`src/rtl/loader_mem_arbiter.sv`:
```
// Arbitrates the single memory port between the game loader's buffered byte writes,
// refresh requests and, once loading is done, the NES core's read/write requests.
module loader_mem_arbiter #(
  parameter int ADDR_W         = 22,
  parameter int FIFO_DEPTH     = 4,
  parameter int TIMEOUT        = 63,
  parameter int REFRESH_PERIOD = 780
) (
  input  logic                          clk,
  input  logic                          resetn,
  input  logic [ADDR_W-1:0]             ld_addr,
  input  logic [7:0]                    ld_data,
  input  logic                          ld_write,
  input  logic                          ld_refresh,
  input  logic                          ld_done,
  input  logic                          core_req,
  input  logic                          core_we,
  input  logic [ADDR_W-1:0]             core_addr,
  input  logic [7:0]                    core_wdata,
  output logic                          core_ack,
  output logic [7:0]                    core_rdata,
  output logic                          mem_req,
  output logic                          mem_we,
  output logic [ADDR_W-1:0]             mem_addr,
  output logic [7:0]                    mem_wdata,
  output logic                          mem_refresh,
  input  logic                          mem_ack,
  input  logic [7:0]                    mem_rdata,
  output logic                          overflow,
  output logic                          timeout_err,
  output logic [$clog2(FIFO_DEPTH):0]   fifo_level
);

  localparam int PTR_W  = $clog2(FIFO_DEPTH);
  localparam int CNT_W  = PTR_W + 1;
  localparam int WAIT_W = $clog2(TIMEOUT + 1);
  localparam int RF_W   = $clog2(REFRESH_PERIOD);
  localparam int ENT_W  = ADDR_W + 8;

  localparam logic [CNT_W-1:0]  DEPTH_C    = CNT_W'(FIFO_DEPTH);
  localparam logic [WAIT_W-1:0] WAIT_LAST  = WAIT_W'(TIMEOUT - 1);
  localparam logic [RF_W-1:0]   RF_LAST    = RF_W'(REFRESH_PERIOD - 1);

  typedef enum logic [1:0] {
    IDLE,
    WR,
    RF,
    CORE
  } state_t;

  state_t             r_state;
  state_t             w_stateNext;

  logic [ENT_W-1:0]   r_fifo [FIFO_DEPTH];
  logic [PTR_W-1:0]   r_wrPtr;
  logic [PTR_W-1:0]   r_rdPtr;
  logic [CNT_W-1:0]   r_count;
  logic               r_overflow;

  logic               r_rfPending;
  logic [RF_W-1:0]    r_rfTimer;

  logic               r_memReq;
  logic               r_memWe;
  logic [ADDR_W-1:0]  r_memAddr;
  logic [7:0]         r_memWdata;
  logic               r_memRefresh;
  logic               r_coreAck;
  logic [7:0]         r_coreRdata;
  logic [WAIT_W-1:0]  r_wait;
  logic               r_timeoutErr;

  logic               w_full;
  logic               w_empty;
  logic               w_push;
  logic               w_pop;
  logic               w_rfIssue;
  logic               w_timerHit;
  logic [ENT_W-1:0]   w_head;

  logic               w_memReqNext;
  logic               w_memWeNext;
  logic [ADDR_W-1:0]  w_memAddrNext;
  logic [7:0]         w_memWdataNext;
  logic               w_memRefreshNext;
  logic               w_coreAckNext;
  logic [7:0]         w_coreRdataNext;
  logic [WAIT_W-1:0]  w_waitNext;
  logic               w_timeoutSet;

  assign w_full     = (r_count == DEPTH_C);
  assign w_empty    = (r_count == '0);
  assign w_push     = ld_write && !w_full;
  assign w_head     = r_fifo[r_rdPtr];
  assign w_timerHit = ld_done && (r_rfTimer == RF_LAST);

  // The loader never waits, so a write that finds the buffer full is lost.
  always_ff @(posedge clk) begin
    if (w_push) begin
      r_fifo[r_wrPtr] <= {ld_addr, ld_data};
    end
  end

  always_ff @(posedge clk or negedge resetn) begin
    if (!resetn) begin
      r_wrPtr    <= '0;
      r_rdPtr    <= '0;
      r_count    <= '0;
      r_overflow <= 1'b0;
    end else begin
      if (w_push) begin
        r_wrPtr <= r_wrPtr + PTR_W'(1);
      end
      if (w_pop) begin
        r_rdPtr <= r_rdPtr + PTR_W'(1);
      end
      if (w_push && !w_pop) begin
        r_count <= r_count + CNT_W'(1);
      end else if (w_pop && !w_push) begin
        r_count <= r_count - CNT_W'(1);
      end
      if (ld_write && w_full) begin
        r_overflow <= 1'b1;
      end
    end
  end

  // A request arriving in the same cycle a refresh is issued stays pending.
  always_ff @(posedge clk or negedge resetn) begin
    if (!resetn) begin
      r_rfPending <= 1'b0;
      r_rfTimer   <= '0;
    end else begin
      r_rfPending <= (r_rfPending && !w_rfIssue) || ld_refresh || w_timerHit;
      if (!ld_done || w_timerHit) begin
        r_rfTimer <= '0;
      end else begin
        r_rfTimer <= r_rfTimer + RF_W'(1);
      end
    end
  end

  always_ff @(posedge clk or negedge resetn) begin
    if (!resetn) begin
      r_state      <= IDLE;
      r_memReq     <= 1'b0;
      r_memWe      <= 1'b0;
      r_memAddr    <= '0;
      r_memWdata   <= '0;
      r_memRefresh <= 1'b0;
      r_coreAck    <= 1'b0;
      r_coreRdata  <= '0;
      r_wait       <= '0;
      r_timeoutErr <= 1'b0;
    end else begin
      r_state      <= w_stateNext;
      r_memReq     <= w_memReqNext;
      r_memWe      <= w_memWeNext;
      r_memAddr    <= w_memAddrNext;
      r_memWdata   <= w_memWdataNext;
      r_memRefresh <= w_memRefreshNext;
      r_coreAck    <= w_coreAckNext;
      r_coreRdata  <= w_coreRdataNext;
      r_wait       <= w_waitNext;
      r_timeoutErr <= r_timeoutErr || w_timeoutSet;
    end
  end

  // Priority in IDLE: buffered loader writes, then refresh, then the core.
  always_comb begin
    w_stateNext      = r_state;
    w_memReqNext     = r_memReq;
    w_memWeNext      = r_memWe;
    w_memAddrNext    = r_memAddr;
    w_memWdataNext   = r_memWdata;
    w_memRefreshNext = r_memRefresh;
    w_coreAckNext    = 1'b0;
    w_coreRdataNext  = r_coreRdata;
    w_waitNext       = r_wait;
    w_timeoutSet     = 1'b0;
    w_pop            = 1'b0;
    w_rfIssue        = 1'b0;

    case (r_state)
      IDLE: begin
        w_waitNext = '0;
        if (!w_empty) begin
          w_pop          = 1'b1;
          w_memReqNext   = 1'b1;
          w_memWeNext    = 1'b1;
          w_memAddrNext  = w_head[ENT_W-1:8];
          w_memWdataNext = w_head[7:0];
          w_stateNext    = WR;
        end else if (r_rfPending) begin
          w_rfIssue        = 1'b1;
          w_memRefreshNext = 1'b1;
          w_stateNext      = RF;
        end else if (core_req && ld_done) begin
          w_memReqNext   = 1'b1;
          w_memWeNext    = core_we;
          w_memAddrNext  = core_addr;
          w_memWdataNext = core_wdata;
          w_stateNext    = CORE;
        end
      end

      WR, RF, CORE: begin
        if (mem_ack || (r_wait == WAIT_LAST)) begin
          w_memReqNext     = 1'b0;
          w_memWeNext      = 1'b0;
          w_memRefreshNext = 1'b0;
          w_stateNext      = IDLE;
          w_timeoutSet     = !mem_ack;
          if (r_state == CORE) begin
            w_coreAckNext   = 1'b1;
            w_coreRdataNext = mem_ack ? mem_rdata : 8'h00;
          end
        end else begin
          w_waitNext = r_wait + WAIT_W'(1);
        end
      end

      default: begin
        w_stateNext = IDLE;
      end
    endcase
  end

  assign mem_req     = r_memReq;
  assign mem_we      = r_memWe;
  assign mem_addr    = r_memAddr;
  assign mem_wdata   = r_memWdata;
  assign mem_refresh = r_memRefresh;
  assign core_ack    = r_coreAck;
  assign core_rdata  = r_coreRdata;
  assign overflow    = r_overflow;
  assign timeout_err = r_timeoutErr;
  assign fifo_level  = r_count;

endmodule

```
`config.mk`:
```
export PLATFORM = sky130hd
export DESIGN_NAME = loader_mem_arbiter
export DESIGN_NICKNAME = d
export VERILOG_FILES = /design/src/rtl/loader_mem_arbiter.sv
export SDC_FILE = /design/constraint.sdc
export NUM_CORES = 1
export LEC_CHECK = 0
export ABC_CLOCK_PERIOD_IN_PS = 2500
export CAP_MARGIN = 10
export CORE_UTILIZATION = 45
export CTS_BUF_LIST = sky130_fd_sc_hd__clkbuf_8
export DETAILED_ROUTE_END_ITERATION = 10
export GPL_TIMING_DRIVEN = 0
export PLACE_DENSITY = 0.69
export REMOVE_ABC_BUFFERS = 1
export SLEW_MARGIN = 30
export SYNTH_ARGS = -nofsm -noshare
export SYNTH_HDL_FRONTEND = slang
export SYNTH_SLANG_ARGS = --single-unit
```
`constraint.sdc`:
```
create_clock -name clk -period 2.5 [get_ports clk]
set_input_delay 0.625 -clock clk [delete_from_list [all_inputs] [get_ports clk]]
set_output_delay 0.625 -clock clk [all_outputs]
set_load 0.03 [all_outputs]
```
# After elaboration in Yosys (flattened, before gate mapping)

Memory sizes are Yosys's and may differ from the RTL's.
Index checks and enable logic that the tools add are counted.

Reduce and logical (&&, ||, !) cells: 27
$add $sub $neg: 6
Multiplexer cells: 41
Equal/unequal tests: 15

Operator list:

| operator              | number |
|---|---|
| $mux 22               | 3 |
| $mux 8                | 4 |
| $mux 1                | 21 |
| $pmux 6 s2            | 1 |
| $reduce_and 3->1      | 4 |
| $add 10x1->10 const B | 1 |
| $eq 10x10->1 const B  | 1 |
| $mux 10               | 1 |
| $ne 2x2->1 const B    | 5 |
| $mux 2                | 4 |
| $logic_and 1x1->1     | 7 |
| $add 6x1->6 const B   | 1 |
| $eq 6x6->1 const B    | 1 |
| $logic_not 1->1       | 6 |
| $mux 3                | 2 |
| $mux 6                | 1 |
| $ne 3x3->1 const B    | 2 |
| $pmux 1 s2            | 3 |
| $logic_or 1x1->1      | 5 |
| $add 2x1->2 const B   | 2 |
| $eq 2x2->1 const B    | 2 |
| $ne 4x4->1 const B    | 1 |
| $pmux 2 s2            | 1 |
| $add 3x1->3 const B   | 1 |
| other kinds (9)       | 9 |

Bits of input ports: 76
Memories: 1
Memory bits (writable): 120
Bits in registers: 70

Memories:

| name   | words | width | rd ports | clocked after memory_dff | write ports | RTL line | RTL |
|---|---|---|---|---|---|---|---|
| r_fifo | 4     | 30    | 1        | 0                        | 1           | 54       | `logic [ENT_W-1:0] r_fifo [FIFO_DEPTH];` |

# Logic depth before layout (Yosys ltp)

Gate-level depths: netlist of the first run.

Depth after elaboration: 7
Depth in mapped cells: 9
Gate-level depth less buffers: 8

# Worst setup path before layout of the first run

No wires, ideal clock.

Path type: register -> register
From: reg r_count[2], in the netlist fifo_level[2]
To: reg r_count[2], in the netlist fifo_level[2]
Stages on the path, launching flop included: 10
Data required time: 2.419 ns
Arrival time: 2.325 ns
Library setup time: 0.081 ns
Clock period less this slack: 2.406 ns
Path slack: 0.094 ns
Cell sequence: dfrtp_1 nor3_2 clkbuf_1 nand2b_1 ha_1 inv_1 fa_1 xor2_1 nor2_1 xor2_1

Word-level cells in the longest chain between the ends: 6
Elaborated cells on any way between the ends: 15
Classes of those cells: add/sub: 2; eq/ne: 1; mux: 4; reduce/logical: 8

Ends and longest elaborated chain:

| item                                                                | RTL line | RTL |
|---|---|---|
| from (decl)                                                         | 57       | `logic [CNT_W-1:0] r_count;` |
| from (signal assigned)                                              | 118      | `r_count <= r_count + CNT_W'(1);` |
| from (signal assigned)                                              | 120      | `r_count <= r_count - CNT_W'(1);` |
| parallel branches: the longest is 6 deep, another holds $sub 3x1->3 | n/a      |  |

Parallel ways; which one is timed is not known. The select of a mux whose other input is x is not followed.
A chain may end at the register's enable or synchronous reset.

# Worst setup path after layout of the first run

From: reg r_count[2], in the netlist fifo_level[2]
To: out fifo_level[2]

RTL lines:

| item      | RTL line | RTL |
|---|---|---|
| to (decl) | 31       | `output logic [$clog2(FIFO_DEPTH):0] fifo_level` |

No word-level cell between the ends.

==> impl_metrics.csv, run 1 <==
group,metric,value,unit
status,outcome,"complete, no violations",
die,num_io_pins,123,
yosys,yosysMostFrequentCell,"edfxtp_1",
placed_design,numPortBuffers,122,
setup_path,crit_path_start_kind,"flip-flop",
global_routing,grt_pass1_vias,4611,
finish,drive_gt1_share,20.8,%
finish,finalInstanceArea,9690,um^2
yosys,synth_seq_cells,190,
finish,diodes,0,
yosys,syn_inst,440,
finish,area_growth,26.1,%
yosys,ys.flop_type,"edfxtp_1",
setup_path,crit_slowest_cell,"clkdlybuf4s50_1",
placed_design,hpwlAfterDp,10900,um
clock_network,cts_root_buf,"clkbuf_8",
sta,fin_skew,10.9,ps
die,rows,47,
route,dr.pass1.iters,4,
setup_path,cp.buffers_inverters,1,
clock_network,cts_buffers,17,
setup_path,end_kind,"primary output",
global_routing,antenna_found_initial,0,
global_routing,grtUsageTotal,19.3,%
sta,slew_viol_final,0,
die,start_util,46.2,%
setup_path,cp_data_arrival_time,1720,ps
clock_network,clk_pin_slew,100,ps
yosys,ys_async_sr_fraction,36.8,%
sta,fmax,426,MHz
setup_path,path_delay_family,"buffers and inverters",
sta,finalSetupViolations,0,
placed_design,post_dp_cell_area,9310,um^2
clock_network,clkSinkCount,190,
worst_hold_path,hold_class,"primary input to async pin",
setup_path,crit_path_cell_trace,"clkdlybuf4s50_1",
finish,final_cell_count_no_fill,801,
setup_path,crit_fanout,6,
route,vias,4499,
global_routing,grt_overflow,0,
setup_path,crit_required,1880,ps
setup_path,critical_path_class,"flip-flop to primary output",
finish,num-fill-cells,1261,
yosys,yosysWarnings,0,
yosys,yosys-top-cells-count,"120 x edfxtp_1, 70 x dfrtp_1, 34 x or3_1",
route,drtAntennaViolNets,0,
pwr,p_sw_share,34.8,%
die,die-area,17600,um^2
pwr,pwr-share-seq,41.9,%
sta,rsz0062_at_grt,"false",
sta,tightest_slew,815,ps
die,die_w,133,um
finish,fin_nets,653,
sta,hold_viol,0,
route,drc_errors,0,
die,die_height,133,um
route,route.detailed.wl_per_inst,20.0,um
sta,period_needed,2350,ps
setup_path,cp_slowest_stage_delay,730,ps
yosys,yosys.area.top_type,"edfxtp_1",
yosys,syn-cell-area,7680,um^2
pwr,switchingPower,3.92,mW
pwr,peakVddDrop,750,uV
sta,fin_ws,153,ps
yosys,synth_edf_count,120,
placed_design,detailedPlace.worstSlack,-399,ps
pwr,power.leakage,3.44,nW
clock_network,cts_tree,"built",
yosys,ys_top_cells_by_area,"edfxtp_1 47%, dfrtp_1 23%, mux4_2 8.8%",
pwr,clkPwrFrac,16.5,%
yosys,postSynthAreaPerCell,17.5,um^2
route,drt_wl_total,16000,um
sta,timing.final.crit_share,93.9,%
placed_design,dp.cells,768,
sta,timing.hold.ws,64.2,ps
pwr,comb_power_share,41.6,%
clock_network,clock_path_buffers,2,
run,cap_violations,0,
yosys,synth_top_area_share,46.9,%
pwr,internal-power,7.33,mW
route,first_iter_violations,274,
sta,maxSlewHeadroom,45.7,%
yosys,ys_types,53,
clock_network,htree_levels,4,
die,core-area,16600,um^2
pwr,powerDensity,1160,nW/um^2
clock_network,insertion_delay,460,ps
yosys,seq_area_frac_synth,69.7,%
route,vias_per_cell,5.62,
global_routing,grt_pass1_wl,25300,um
placed_design,gp_congestion,0.757,
global_routing,grt_max_degree,50,
-- layer usage --
metal | GRT usage, % | vias up | wire (um)
met4 | 6.26 | 0 | 220
met3 | 5.25 | 17 | 856
met1 | 24.7 | 2310 | 6960
met2 | 31.9 | 129 | 7950
met5 | 0 | - | 0
li1 | - | 2043 | -
-- cell families (layout without fill, tap and decap cells) --
family | after synthesis | count (layout) | share of synthesized area (%)
xor+xnor | 9 | 9 | 1.03
flops | 190 | 190 | 69.7
buf+inv | 33 | 174 | 2.23
compound gates | 78 | 78 | 9.57
mux | 34 | 34 | 9.35
simple gates | 87 | 87 | 6.58
fa+ha+maj | 9 | 9 | 1.56
-- cell type report --
class	count	area, um^2	share of cell area, %
inverter	7	26.3	0.271
timing repair buffer	135	1480	15.2
sequential	190	5360	55.3
multi-input combinational	217	2180	22.5
clock inverter	13	106	1.10
clock buffer	19	262	2.70
tap	220	275	2.84
-- power by group through the flow --
stage,registers [mW],logic [mW],clock network [mW]
after floorplan,5.46,2.06,0
after global placement,4.93,4.16,0
after detailed placement,4.77,4.72,0
after CTS,4.72,4.75,1.91
after global routing,4.81,4.99,2.04
final,4.71,4.68,1.86
-- sequential cells by signal, indices dropped and copies added (netlist names), 3 cells and up --
register    cells
r_fifo        120
mem_addr       22
r_rfTimer      10
core_rdata      8
mem_wdata       8
r_wait          6
fifo_level      3
-- per-stage QoR --
stage	total power [mW]	util, %	setup TNS (ps)
finish	11.2	58.2	0
detailed placement	9.50	55.9	-21200
CTS	11.4	58.2	0
global placement	9.09	54.3	-289390
global route	11.8	58.2	0
floorplan	7.52	-	-921
-- worst reg2reg max path: stages (launching register included) --
cell and delay [ps]:
dfrtp_1 480, nor3_4 220, buf_6 210, nand2b_1 220, ha_1 220, inv_1 60, fa_1 370, xor2_1 150
nor2_1 120, xor2_1 170
-- placed cells by master (no fill, tap or decap), drive strengths merged, types with 2 or more instances in the layout --
cell type,n
o211a,9
mux4,30
inv,12
clkbuf,19
ha,8
nor2b,2
xnor2,4
o221a,30
or4,2
clkinv,4
o21ai,6
mux2i,2
dfrtp,70
and2,5
a31oi,3
o22a,2
or3,34
clkinvlp,4
a21oi,9
edfxtp,120
a221o,9
xor2,5
mux2,2
clkdlybuf4s50,121
buf,14
nor2,10
nor3b,3
nand2,10
nand4,2
nor3,2
nand3,7
nor4,2
and3,3
-- what timing repair did --
| item | in CTS | in global routing |
|---|---|---|
| hold endpoints to repair | 0 | 0 |
| pin swaps | 1 | 0 |
| hold buffers | 0 | 0 |
| gates cloned | 0 | 0 |
| resized for setup | 0 | 1 |
| buffers inserted | 1 | 0 |
| setup endpoints to repair | 1 | 1 |
-- worst paths after layout --
path | from | endpoint | slack (ps) | cells past startpoint
worst max-delay path | fifo_level[2] | fifo_level[2] | 150 | 1
worst min-delay path | resetn | mem_wdata[0] | 60 | 1
worst max register to register | fifo_level[0] | fifo_level[2] | 200 | 9
worst min register to register | overflow | overflow | 480 | 1
max in group asynchronous | resetn | r_rdPtr[0] | 1840 | 2
min in group clk | overflow | overflow | 480 | 1
(Power assumes the default switching activity.)
==> inputs of run 2 (changes only) <==
--- a/config.mk
+++ b/config.mk
@@ -5,13 +5,15 @@
 export SDC_FILE = /design/constraint.sdc
 export NUM_CORES = 1
 export LEC_CHECK = 0
-export ABC_CLOCK_PERIOD_IN_PS = 2500
+export ABC_AREA = 1
+export ABC_CLOCK_PERIOD_IN_PS = 1900
 export CAP_MARGIN = 10
 export CORE_UTILIZATION = 45
 export CTS_BUF_LIST = sky130_fd_sc_hd__clkbuf_8
 export DETAILED_ROUTE_END_ITERATION = 10
 export GPL_TIMING_DRIVEN = 0
-export PLACE_DENSITY = 0.69
+export HOLD_SLACK_MARGIN = 0.15
+export PLACE_DENSITY = 0.71
 export REMOVE_ABC_BUFFERS = 1
 export SLEW_MARGIN = 30
 export SYNTH_ARGS = -nofsm -noshare
==> constraint.sdc (replaced) <==
create_clock -name clk -period 1.9 [get_ports clk]
set_input_delay 0.475 -clock clk [delete_from_list [all_inputs] [get_ports clk]]
set_output_delay 0.475 -clock clk [all_outputs]
set_load 0.03 [all_outputs]
==> run 2 against run 1 <==
The run now ends with negative setup slack left. Clock power grew 33%. Via count is 35% higher. Routed wire length rose by 20%. First-iteration DRC count grew 42%. Sequential share of layout area decreased by 4.9 points. Die area is 11% higher. Critical path type is now flip-flop to flip-flop. Cell count increased by 56%.
==> impl_metrics.csv, run 2 <==
group,metric,value,unit
die,die-area,19500,um^2
yosys,synthXorXnorAreaFrac,1.13,%
finish,largest_register_ffs,120,
sta,timing.final.crit_share,101,%
yosys,ys_top_cells_by_area,"edfxtp_1 42%, dfrtp_1 21%, nand2_1 11%",
finish,drive_gt1_share,10.8,%
finish,final_cell_count_no_fill,1250,
route,vias,6059,
route,dr.pass1.iters,4,
route,drc_errors,0,
clock_network,insertion_delay,470,ps
route,vias_per_cell,4.85,
setup_path,crit_fanout,3,
finish,seq_area,5370,um^2
pwr,internal-power,9.11,mW
die,rows,49,
die,core-area,18300,um^2
global_routing,grt_max_degree,62,
clock_network,cts_buffers,17,
yosys,synth_simple_gate_area_share,24.7,%
yosys,synth_top_area_share,42.3,%
pwr,p_sw_share,42.8,%
yosys,syn_inst,870,
yosys,yosysMostFrequentCell,"nand2_1",
yosys,syn-cell-area,8520,um^2
sta,rsz0062_at_grt,"true",
yosys,seq_area_frac_synth,62.9,%
yosys,yosys-top-cells-count,"243 x nand2_1, 143 x inv_1, 133 x nand3_1",
global_routing,grt_overflow,0,
global_routing,grt_pass1_wl,30200,um
status,violations,"negative setup slack",
clock_network,clkSinkCount,190,
finish,diodes,0,
finish,regMostFlops,"r_fifo",
setup_path,crit_path_start_kind,"flip-flop",
clock_network,cts_tree,"built",
global_routing,grt_pass1_vias,5992,
placed_design,dp.cells,1192,
pwr,pwr-share-seq,39.7,%
worst_hold_path,hold_class,"flip-flop to flip-flop",
pwr,clkPwrFrac,15.5,%
sta,slew_viol_final,0,
route,drt_wl_total,19100,um
yosys,synth_top_family_by_area,"simple AND/OR/NAND/NOR gates",
yosys,yosys.area.top_type,"edfxtp_1",
setup_path,r2r-start,"fifo_level[0]",
pwr,switchingPower,6.82,mW
setup_path,critical_path_class,"flip-flop to flip-flop",
placed_design,gp_congestion,0.799,
die,num_io_pins,123,
placed_design,hpwlAfterDp,10800,um
status,outcome,"finished, violations left",
setup_path,crit_required,2260,ps
global_routing,grtUsageTotal,20.6,%
placed_design,detailedPlace.worstSlack,-750,ps
sta,fmax,523,MHz
sta,fin_skew,15.3,ps
pwr,peakVddDrop,738,uV
yosys,yosysWarnings,0,
setup_path,end_kind,"flip-flop",
pwr,power.leakage,4.91,nW
run,cap_violations,0,
die,die_height,140,um
yosys,synth.mux.area_fraction,0.132,%
pwr,comb_power_share,44.8,%
finish,layout_common_cells,"240 x nand2_1, 139 x inv_1, 133 x nand3_1",
pwr,finalPower,15.9,mW
yosys,synthAdderAreaFrac,1.41,%
route,first_iter_violations,390,
sta,finalSetupViolations,1,
global_routing,antenna_found_initial,0,
yosys,ys.flop_type,"edfxtp_1",
clock_network,clock_path_buffers,2,
pwr,powerDensity,1500,nW/um^2
yosys,ys_types,37,
sta,period_needed,1910,ps
worst_hold_path,hp-start,"timeout_err",
die,die_w,140,um
sta,maxSlewHeadroom,59.5,%
yosys,synth-compound-area-share,0.925,%
finish,final_common_cell,"nand2_1",
sta,fin_ws,-11.3,ps
finish,area_growth,24.8,%
sta,hold_viol,0,
finish,multiInputGateArea,2510,um^2
route,route.detailed.wl_per_inst,15.3,um
yosys,postSynthAreaPerCell,9.79,um^2
yosys,synth_edf_count,120,
yosys,ys_async_sr_fraction,36.8,%
clock_network,cts_root_buf,"clkbuf_8",
yosys,synth_seq_cells,190,
placed_design,numPortBuffers,122,
finish,fin_nets,1093,
sta,tightest_slew,605,ps
setup_path,cp_data_arrival_time,2270,ps
die,start_util,46.6,%
finish,num-fill-cells,1544,
route,drtAntennaViolNets,0,
setup_path,startpoint,"fifo_level[0]",
clock_network,clk_pin_slew,100,ps
clock_network,htree_levels,4,
-- run 2: cell types whose count changed in the layout (fill, tap and decap cells not counted), sizes merged, moves of 9 or more --
cell	change
or2	+30
nand4	+11
mux4	-30
buf	+15
o221a	-30
a221o	-9
or3	-34
nand3	+127
clkdlybuf4s50	-47
dlygate4sd2	+45
o211a	-9
nand2	+244
nor2	+24
inv	+141
-- run 2: area by class of cell --
| cell class | count | share of cell area (%) |
|---|---|---|
| sequential | 190 | 50.5 |
| clock inverter | 15 | 1.19 |
| inverter | 147 | 5.46 |
| multi-input combinational | 501 | 23.7 |
| tap | 229 | 2.69 |
| timing repair buffer | 151 | 14.3 |
| clock buffer | 17 | 2.20 |
-- run 2: worst paths after layout --
check / endpoint / slack, ps / cells past startpoint
worst max-delay path: fifo_level[1] / -10 / 8
worst min-delay path: timeout_err / 460 / 1
worst max register to register: fifo_level[1] / -10 / 8
worst min register to register: timeout_err / 460 / 1
max in group asynchronous: r_rdPtr[1] / 830 / 3
min in group asynchronous: core_rdata[6] / 470 / 2
-- run 2: through the flow --
step / util (%) / setup TNS, ps / cell area, um^2 / hold WS (ps)
floorplan: - / -99820 / 8320 / 179
global placement: 53.8 / -467500 / 9830 / 444
detailed placement: 54.9 / -78100 / 10000 / 439
CTS: 57.6 / -9.90 / 10500 / 462
global route: 58.2 / -75.4 / 10600 / 467
finish: 58.2 / -11.3 / 10600 / 459
-- run 2: cell families (layout without fill, tap and decap cells) --
family | Yosys count | after routing
simple gates | 465 | 468
flops | 190 | 190
buf+inv | 182 | 330
compound gates | 12 | 12
xor+xnor | 11 | 11
fa+ha+maj | 9 | 9
mux | 1 | 1
-- run 2: critical path, cell delays in order (launching register included) --
cell and delay [ps]:
dfrtp_2 450, nor2_4 210, nand2_2 90, nand2_4 90
inv_4 50, ha_4 160, inv_4 50, fa_2 430
mux2_4 270
-- run 2: repair_timing --
item                       in CTS  in global routing
gates cloned                    3                  0
pin swaps                       5                  6
hold buffers                    1                  0
resized for setup              66                  9
setup endpoints to repair     190                 22
buffers inserted               12                 10
hold endpoints to repair       28                  0
-- run 2: layer usage --
| layer | GRT usage (%) | wire length (um) | vias to the layer above |
|---|---|---|---|
| met5 | 0 | 0 | - |
| met4 | 9.08 | 469 | 0 |
| met3 | 3.30 | 680 | 33 |
| met2 | 37.4 | 9970 | 126 |
| met1 | 24.0 | 8010 | 2857 |
| li1 | - | - | 3043 |
-- run 2: power groups by stage --
stage | Combinational (mW) | Clock, mW | Sequential (mW)
2_1_floorplan | 3.14 | 0 | 7.25
3_3_place_gp | 6.26 | 0 | 6.55
3_5_place_dp | 6.69 | 0 | 6.44
4_1_cts | 6.90 | 2.52 | 6.34
5_1_grt | 7.86 | 2.69 | 6.46
6_report | 7.13 | 2.47 | 6.33
==> inputs of run 3 (changes only) <==
--- a/config.mk
+++ b/config.mk
@@ -15,6 +15,7 @@
 export HOLD_SLACK_MARGIN = 0.15
 export PLACE_DENSITY = 0.71
 export REMOVE_ABC_BUFFERS = 1
+export SKIP_CTS_REPAIR_TIMING = 1
 export SLEW_MARGIN = 30
 export SYNTH_ARGS = -nofsm -noshare
 export SYNTH_HDL_FRONTEND = slang
==> run 3 against run 2 <==
Critical path type unchanged. First-iteration DRC count is 4.9% higher. Count of clock-buffer cells in the layout stayed put. The run still ends with negative setup slack left. Cell count is 0.32% lower. Utilization is 0.92 points higher. Non-clock buffer count is 4 lower. Flip-flop and latch count stayed put.
==> impl_metrics.csv, run 3 (synthesized netlist as in run 2, its figures left out) <==
group,metric,value,unit
status,outcome,"finished, violations left",
status,violations,"negative setup slack",
pwr,internal-power,9.31,mW
setup_path,end_kind,"flip-flop",
setup_path,cp_data_arrival_time,2360,ps
route,dr.pass1.iters,4,
setup_path,crit_required,2260,ps
clock_network,clock_path_buffers,2,
route,vias_per_cell,4.83,
setup_path,reg2reg_slack,-100,ps
run,cap_violations,0,
finish,final_cell_count_no_fill,1246,
placed_design,dp.cells,1192,
route,drc_errors,0,
die,die_height,140,um
finish,diodes,0,
finish,area_growth,26.8,%
sta,fmax,499,MHz
placed_design,numPortBuffers,122,
sta,fin_ws,-104,ps
pwr,switchingPower,6.83,mW
finish,layout_common_cells,"240 x nand2_1, 140 x inv_1, 133 x nand3_1",
placed_design,gp_congestion,0.799,
sta,finalSetupTns,-189,ps
route,vias,6016,
clock_network,insertion_delay,470,ps
sta,finalSetupViolations,2,
clock_network,cts_tree,"built",
pwr,powerDensity,1490,nW/um^2
global_routing,grt_pass1_vias,5816,
setup_path,startpoint,"fifo_level[1]",
setup_path,critical_path_class,"flip-flop to flip-flop",
finish,final_common_cell,"nand2_1",
setup_path,crit_path_cell_trace,"nor2_4 -> nand2_2 -> nand2_4 -> inv_1 -> ha_4 -> inv_4 -> fa_2 -> mux2_2",
setup_path,crit_slowest_cell,"dfrtp_2",
die,num_io_pins,123,
sta,timing.final.crit_share,105,%
pwr,comb_power_share,45.4,%
sta,tightest_slew,603,ps
worst_hold_path,hold_class,"flip-flop to flip-flop",
sta,slew_viol_final,0,
global_routing,antenna_found_initial,0,
finish,largest_register_ffs,120,
die,start_util,46.6,%
setup_path,crit_path_start_kind,"flip-flop",
pwr,pwr-share-seq,39.4,%
route,first_iter_violations,409,
sta,hold_viol,0,
finish,regMostFlops,"r_fifo",
die,core-area,18300,um^2
setup_path,endpoint,"fifo_level[1]",
pwr,clkPwrFrac,15.2,%
setup_path,ff2ff_path_depth,8,
pwr,peakVddDrop,754,uV
sta,period_needed,2000,ps
global_routing,grtUsageTotal,19.2,%
route,route.detailed.wl_per_inst,15.4,um
finish,drive_gt1_share,10.3,%
setup_path,crit_fanout,5,
sta,maxSlewHeadroom,59.7,%
pwr,power.leakage,5.34,nW
die,die-area,19500,um^2
placed_design,hpwlAfterDp,10800,um
clock_network,cts_buffers,17,
global_routing,grt_max_degree,65,
clock_network,clkSinkCount,190,
clock_network,clk_pin_slew,100,ps
sta,rsz0062_at_grt,"true",
finish,fin_nets,1089,
clock_network,htree_levels,4,
global_routing,grt_pass1_wl,28600,um
setup_path,r2r-end,"fifo_level[1]",
global_routing,grt_overflow,0,
finish,num-fill-cells,1517,
die,rows,49,
route,drtAntennaViolNets,0,
route,drt_wl_total,19200,um
sta,fin_skew,17.8,ps
setup_path,cp_slowest_stage_delay,460,ps
setup_path,r2r-start,"fifo_level[1]",
clock_network,cts_root_buf,"clkbuf_8",
die,die_w,140,um
pwr,p_sw_share,42.3,%
[run 3: cell types whose count changed in the layout (fill, tap and decap cells not counted), moves of 2 or more]
cell and change:
dlymetal6s2s_1 +47, dlygate4sd2_1 -45, buf_4 -6, buf_12 +2, clkdlybuf4s15_2 -2
[run 3: worst min-delay path by stage]
stage / start / to / slack (ps) / cells after the start
global route: timeout_err / timeout_err / 470 / 1
finish: timeout_err / timeout_err / 460 / 1
CTS: resetn / core_rdata[6] / -80 / 1
detailed placement: resetn / core_rdata[1] / 440 / 1
global placement: timeout_err / timeout_err / 440 / 1
floorplan: resetn / core_ack / 180 / 0
[run 3: layer usage]
metal / track usage [%] / up-vias / wire length, um
li1: - / 3031 / -
met1: 22.7 / 2841 / 8000
met2: 34.8 / 131 / 10200
met3: 3.27 / 13 / 831
met4: 7.11 / 0 / 189
met5: 0 / - / 0
[run 3: metrics by stage]
step / area, um^2 / setup WS, ps / power (mW) / utilization, % / hold slack, ps
finish: 10800 / -104 / 16.1 / 59.1 / 462
global route: 10800 / -147 / 17.2 / 59.1 / 467
CTS: 10400 / -692 / 15.6 / 56.8 / -81.3
detailed placement: 10000 / -750 / 13.1 / 54.9 / 439
global placement: 9830 / -2230 / 12.8 / 53.8 / 444
floorplan: 8320 / -704 / 10.4 / - / 179
[run 3: power by group through the flow]
stage | clock, mW | combinational, mW | sequential [mW]
after floorplan | 0 | 3.14 | 7.25
after detailed placement | 0 | 6.69 | 6.44
final | 2.46 | 7.33 | 6.35
after global routing | 2.69 | 8.05 | 6.49
after global placement | 0 | 6.26 | 6.55
after CTS | 2.52 | 6.71 | 6.36
[run 3: area by class of cell]
class,count,area (um^2),area share [%]
repair buffers,147,1690,15.6
well taps,229,287,2.65
flip-flops and latches,190,5370,49.7
clock buffers,17,234,2.17
clock inverters,15,126,1.17
multi-input cells,501,2520,23.4
inverters,147,573,5.31
[run 3: critical path: cells and delay by family, from the launching register on]
family | cells | cell delay, ps
buffers and inverters | 2 | 170
flip-flops | 1 | 460
AND/OR/NAND/NOR | 3 | 390
multiplexers | 1 | 260
adder cells (fa/ha/maj) | 2 | 620
